## src/rtl/mem_arb_pkg.sv

```systemverilog
// Shared definitions for the memory arbiter.
// Holds the arbiter state encoding, the grant encoding and the bus widths
// used by memory_arbiter and mem_arb_fairness.
package mem_arb_pkg;

  localparam int ADDR_W = 16;
  localparam int DATA_W = 16;

  typedef enum logic [1:0] {
    IDLE   = 2'd0,
    ACCESS = 2'd1,
    WAIT   = 2'd2,
    DONE   = 2'd3
  } state_t;

  typedef enum logic {
    GNT_IF = 1'b0,
    GNT_D  = 1'b1
  } grant_t;

endpackage

```

## src/rtl/mem_arb_fairness.sv

```systemverilog
// Winner selection and data-burst limiter for the memory arbiter.
// The data path normally wins a collision. After DATA_BURST_MAX consecutive
// data grants made while fetch was waiting, fetch wins the next collision.
// Ports:
//   clock, reset_n  clock and asynchronous active-low reset
//   if_req, d_req   current request levels
//   grant_strobe    high in the cycle a grant is taken (IDLE with a request)
//   winner          requester that wins if a grant is taken this cycle
module mem_arb_fairness
  import mem_arb_pkg::*;
#(
  parameter int DATA_BURST_MAX = 2
) (
  input  logic   clock,
  input  logic   reset_n,
  input  logic   if_req,
  input  logic   d_req,
  input  logic   grant_strobe,
  output grant_t winner
);

  logic [3:0] burst_cnt;

  always_comb begin
    winner = GNT_IF;
    if (d_req && !(if_req && (burst_cnt == 4'(DATA_BURST_MAX))))
      winner = GNT_D;
  end

  // Only data grants taken while fetch waits extend the burst.
  always_ff @(posedge clock or negedge reset_n) begin
    if (!reset_n)
      burst_cnt <= 4'd0;
    else if (grant_strobe) begin
      if ((winner == GNT_D) && if_req)
        burst_cnt <= burst_cnt + 4'd1;
      else
        burst_cnt <= 4'd0;
    end
  end

endmodule

```

## src/rtl/memory_arbiter.sv

```systemverilog
// Shares the single-port data memory between instruction fetch (IF) and the
// load/store data path (D). Each requester holds a level request until a
// one-cycle ack. The winner's address/write data/write enable are latched in
// IDLE, driven to memory in ACCESS, reads wait RD_LAT cycles in WAIT, and
// DONE pulses the winner's ack.
// Optional build macro: MEM_ARB_ALIGN_CHECK_EN -- odd addresses are rejected
// with an err-flagged ack one cycle after the grant and never reach memory.
// Ports:
//   clock, reset_n                      clock, asynchronous active-low reset
//   if_req/if_addr/if_ack/if_rdata/if_err   fetch port
//   d_req/d_we/d_addr/d_wdata/d_ack/d_rdata/d_err   data port
//   mem_addr/mem_wdata/mem_write/mem_read/mem_rdata memory port
//   busy                                high whenever the FSM is not IDLE
module memory_arbiter
  import mem_arb_pkg::*;
#(
  parameter int RD_LAT         = 1,
  parameter int DATA_BURST_MAX = 2
) (
  input  logic              clock,
  input  logic              reset_n,
  input  logic              if_req,
  input  logic [ADDR_W-1:0] if_addr,
  output logic              if_ack,
  output logic [DATA_W-1:0] if_rdata,
  output logic              if_err,
  input  logic              d_req,
  input  logic              d_we,
  input  logic [ADDR_W-1:0] d_addr,
  input  logic [DATA_W-1:0] d_wdata,
  output logic              d_ack,
  output logic [DATA_W-1:0] d_rdata,
  output logic              d_err,
  output logic [ADDR_W-1:0] mem_addr,
  output logic [DATA_W-1:0] mem_wdata,
  output logic              mem_write,
  output logic              mem_read,
  input  logic [DATA_W-1:0] mem_rdata,
  output logic              busy
);

  state_t            state, state_nxt;
  grant_t            winner, gnt;
  logic [ADDR_W-1:0] addr_q, win_addr;
  logic [DATA_W-1:0] wdata_q, if_rdata_q, d_rdata_q;
  logic              we_q, win_we;
  logic [2:0]        wait_cnt;
  logic              req_any, grant_strobe, odd_addr, last_wait;

  assign req_any      = if_req | d_req;
  assign grant_strobe = (state == IDLE) && req_any;
  assign win_addr     = (winner == GNT_D) ? d_addr : if_addr;
  assign win_we       = (winner == GNT_D) && d_we;
  assign last_wait    = (wait_cnt == 3'(RD_LAT - 1));

`ifdef MEM_ARB_ALIGN_CHECK_EN
  logic err_q;

  assign odd_addr = win_addr[0];
  assign if_err   = if_ack & err_q;
  assign d_err    = d_ack & err_q;

  always_ff @(posedge clock or negedge reset_n) begin
    if (!reset_n)
      err_q <= 1'b0;
    else if (grant_strobe)
      err_q <= odd_addr;
  end
`else
  assign odd_addr = 1'b0;
  assign if_err   = 1'b0;
  assign d_err    = 1'b0;
`endif

  mem_arb_fairness #(
    .DATA_BURST_MAX(DATA_BURST_MAX)
  ) u_fairness (
    .clock       (clock),
    .reset_n     (reset_n),
    .if_req      (if_req),
    .d_req       (d_req),
    .grant_strobe(grant_strobe),
    .winner      (winner)
  );

  always_ff @(posedge clock or negedge reset_n) begin
    if (!reset_n)
      state <= IDLE;
    else
      state <= state_nxt;
  end

  always_comb begin
    state_nxt = state;
    mem_read  = 1'b0;
    mem_write = 1'b0;
    if_ack    = 1'b0;
    d_ack     = 1'b0;
    case (state)
      IDLE:    if (req_any) state_nxt = odd_addr ? DONE : ACCESS;
      ACCESS: begin
        mem_write = we_q;
        mem_read  = ~we_q;
        state_nxt = we_q ? DONE : WAIT;
      end
      WAIT:    if (last_wait) state_nxt = DONE;
      DONE: begin
        if_ack    = (gnt == GNT_IF);
        d_ack     = (gnt == GNT_D);
        state_nxt = IDLE;
      end
      default: state_nxt = IDLE;
    endcase
  end

  // Rejected (odd) accesses leave the memory-side registers untouched so the
  // memory port keeps its previous address and data.
  always_ff @(posedge clock or negedge reset_n) begin
    if (!reset_n) begin
      gnt        <= GNT_IF;
      we_q       <= 1'b0;
      addr_q     <= '0;
      wdata_q    <= '0;
      wait_cnt   <= 3'd0;
      if_rdata_q <= '0;
      d_rdata_q  <= '0;
    end else begin
      if (grant_strobe) begin
        gnt  <= winner;
        we_q <= win_we;
        if (!odd_addr) begin
          addr_q <= win_addr;
          if (win_we)
            wdata_q <= d_wdata;
        end
      end
      wait_cnt <= (state == WAIT) ? wait_cnt + 3'd1 : 3'd0;
      if ((state == WAIT) && last_wait) begin
        if (gnt == GNT_D)
          d_rdata_q <= mem_rdata;
        else
          if_rdata_q <= mem_rdata;
      end
    end
  end

  assign mem_addr  = addr_q;
  assign mem_wdata = wdata_q;
  assign if_rdata  = if_rdata_q;
  assign d_rdata   = d_rdata_q;
  assign busy      = (state != IDLE);

endmodule

```

## config.mk

```make
export PLATFORM = sky130hd
export DESIGN_NAME = memory_arbiter
export DESIGN_NICKNAME = d
export VERILOG_FILES = /design/src/rtl/mem_arb_pkg.sv /design/src/rtl/mem_arb_fairness.sv /design/src/rtl/memory_arbiter.sv
export SDC_FILE = /design/constraint.sdc
export NUM_CORES = 1
export LEC_CHECK = 0
export CELL_PAD_IN_SITES_DETAIL_PLACEMENT = 0
export CELL_PAD_IN_SITES_GLOBAL_PLACEMENT = 1
export CORE_ASPECT_RATIO = 1.1
export CORE_MARGIN = 2
export CORE_UTILIZATION = 34
export CTS_BUF_LIST = sky130_fd_sc_hd__clkbuf_8
export DETAILED_ROUTE_END_ITERATION = 10
export GPL_TIMING_DRIVEN = 1
export PLACE_DENSITY_LB_ADDON = 0.1
export SLEW_MARGIN = 20
export SYNTH_ARGS = -nofsm -noshare
export SYNTH_HDL_FRONTEND = slang
export SYNTH_SLANG_ARGS = --single-unit
```

## constraint.sdc

```tcl
create_clock -name clock -period 1.9 [get_ports clock]
set_input_delay 0.38 -clock clock [delete_from_list [all_inputs] [get_ports clock]]
set_output_delay 0.38 -clock clock [all_outputs]
set_load 0.05 [all_outputs]
```

==> key figures <==
Clock tree
  – Post-CTS Setup Inserts: 0
  – H-tree Lvls: 3
  – Worst-Skew Late Latency: 340 ps
  – # clock sinks: 75
  – TritonCTS clock tree: yes
  – Clock transition at path regs: 70 ps
  – Max clock buf depth: 2
  – CTS root buf: clkbuf_8
  – Clock buffers created by TritonCTS: 9

Final layout
  – Area of the multi-input gates: 1350 um^2
  – Highest-count cells in the layout ignoring fill and taps: dfrtp_1, clkdlybuf4s50_1, mux2_2
  – Commonest non-fill, non-tap cell in the layout: dfrtp_1
  – Antenna diodes: 0
  – Final Util: 0.552
  – Layout cell share with drive strength beyond 1: 0.267
  – Final #Nets: 492
  – Area growth syn-to-layout: 55.8%
  – Fillers: 859
  – Seq. cell area: 1880 um^2
  – Cell area after layout: 5210 um^2

Hold path
  – Hold EP: wait_cnt[0]
  – Min-delay src: wait_cnt[0]
  – Hold depth: 1
  – Worst Hold Class: flop to flop

STA
  – Final Skew: 9.86 ps
  – Slew Viols, Final: 0
  – RSZ-0062 raised after global routing: no
  – Slew headroom: 0.648
  – FMAX: 540 MHz
  – Crit path time final: 1850 ps
  – Setup Total Neg Slack: 0 ps
  – Hold Violations, Final: 0
  – Final period utilization: 0.975
  – Worst setup margin: 46.7 ps
  – Worst slew pin tran: 527 ps
  – Final setup viols: 0

Global route
  – Initial antenna violation count: 0
  – Vias in the first global route: 2,697
  – Largest net degree at the start of global routing: 35
  – First-pass GRT wire length: 12,900 um
  – Global route total overflow: 0
  – Total GRT Usage: 0.152

Floorplan
  – Die ar.: 10,600 um^2
  – I/O pins: 140
  – Area of the core: 9440 um^2
  – Initial core utilization: 0.354
  – Die Y: 108 um
  – DIE WIDTH: 98.6 um
  – # rows: 37

Route
  – Via count: 2,584
  – Vias per Instance: 4.82
  – DR iter-0 viols: 87
  – WL per Instance: 15.1 um
  – Routed WL: 8100 um
  – DRC: 0
  – Drt pass-1 iters: 4
  – DRT antenna net count: 0

Critical path
  – Startpoint types: flop
  – Delay-heaviest family, CP: buffers and inverters
  – Worst path required time: 1520 ps
  – CP max stage delay: 800 ps
  – Crit-path cells: clkdlybuf4s50_1
  – Worst-path fanout max: 2
  – Worst R2R Start: state[0]
  – Slowest CP cell: clkdlybuf4s50_1
  – Worst reg2reg path depth: 5
  – CP endpoint kind: output port
  – R2R Setup Slk: 180 ps
  – Crit path DAT: 1470 ps
  – Worst Path Buf+Inv: 1
  – Critical path class: flop to output port
  – Reg-to-Reg End: if_rdata[10]

Yosys
  – Sequential area share after synthesis: 0.561
  – Mapped cell area: 3340 um^2
  – Distinct cells, synth: 34
  – Post-Synthesis Cells: 261
  – Avg Cell Area, Syn: 12.8 um^2
  – Top_reg_cell synth: dfrtp_1
  – Synth warn: 0
  – #FFs+latches synth: 75
  – EDFF count, synth: 0
  – Ys async rst share: 1.00

Placement
  – IO Port Bufs: 137
  – Placement Setup Slack: -112 ps
  – GP Congestion: 0.735
  – DP HPWL: 6040 um
  – DP Area: 4950 um^2

Pwr
  – Power per cell area: 1940 nW/um^2
  – LEAKAGE: 2.52 nW
  – Worst-case vdd ir drop: 0.000875 V

Status
  – Status: finished clean

Run
  – Total of max-cap violations: 0
layer usage:
layer / vias up / track usage / part of all wire
met3: 7 / 0.0420 / 0.069
met2: 92 / 0.250 / 0.48
met5: - / 0 / 0
met1: 1254 / 0.196 / 0.44
li1: 1231 / - / -
met4: 0 / 0.0499 / 0.0096
where the power goes:
part,internal [mW],switching [mW]
Clock,0.548,0.601
Sequential,2.38,0.424
Combinational,2.29,3.88
cells by family after synthesis:
kind of cell	after synthesis	synth area share
other	1	0.00112
multiplexers	49	0.175
AO/OA/AOI/OAI	28	0.0625
AND/OR/NAND/NOR	75	0.123
buffers and inverters	23	0.0404
XOR/XNOR	1	0.00262
adder cells (fa/ha/maj)	9	0.0337
flip-flops	75	0.561
sequential cells by signal, indices dropped and copies added (netlist names):
register,flops
gnt,1
state,2
wait_cnt,3
u_fairness.burst_cnt,4
we_q,1
d_rdata,16
mem_addr,16
mem_wdata,16
if_rdata,16
area by class of cell:
| type | instances | share of cell area |
|---|---|---|
| Timing Repair Buffer | 158 | 0.312 |
| Tap cell | 117 | 0.0281 |
| Clock inverter | 5 | 0.00696 |
| Inverter | 6 | 0.00432 |
| Sequential cell | 75 | 0.360 |
| Clock buffer | 11 | 0.0291 |
| Multi-Input combinational cell | 164 | 0.260 |
synthesized netlist by cell type, types with 3 or more instances:
master / n / share of area
inv_1: 6 / 0.0067
buf_2: 3 / 0.0045
o211ai_1: 16 / 0.036
ha_1: 9 / 0.034
and2_1: 5 / 0.0094
mux2_2: 40 / 0.13
mux2_4: 9 / 0.040
o21ai_0: 3 / 0.0045
nand2_1: 37 / 0.042
a22o_1: 3 / 0.0079
dfrtp_1: 75 / 0.56
nand4_1: 17 / 0.032
clkbuf_1: 7 / 0.0079
buf_6: 5 / 0.017
nor2b_1: 4 / 0.0075
through the flow:
stage / std cells / power, mW / hold WS [ps]
after floorplan: 262 / 6.99 / 84.4
after global placement: 519 / 9.16 / 368
after detailed placement: 519 / 9.24 / 376
after CTS: 536 / 10.2 / 466
after global routing: 536 / 10.7 / 488
final: 536 / 10.1 / 465
what timing repair did:
item / in CTS / in global routing
hold buffers: 1 / 0
endpoints found under the setup margin: 22 / 46
endpoints found under the hold margin: 3 / 0
resized for setup: 22 / 31
how the worst max path moves through the flow:
stage,from,endpoint,depth (start not counted)
2_1_floorplan,state[0],if_rdata[0],5
3_3_place_gp,if_req,mem_addr[13],4
3_5_place_dp,if_req,mem_addr[15],4
4_1_cts,mem_wdata[2],mem_wdata[2],1
5_1_grt,d_rdata[5],d_rdata[5],1
6_report,d_rdata[5],d_rdata[5],1
(Power assumes the default switching activity.)
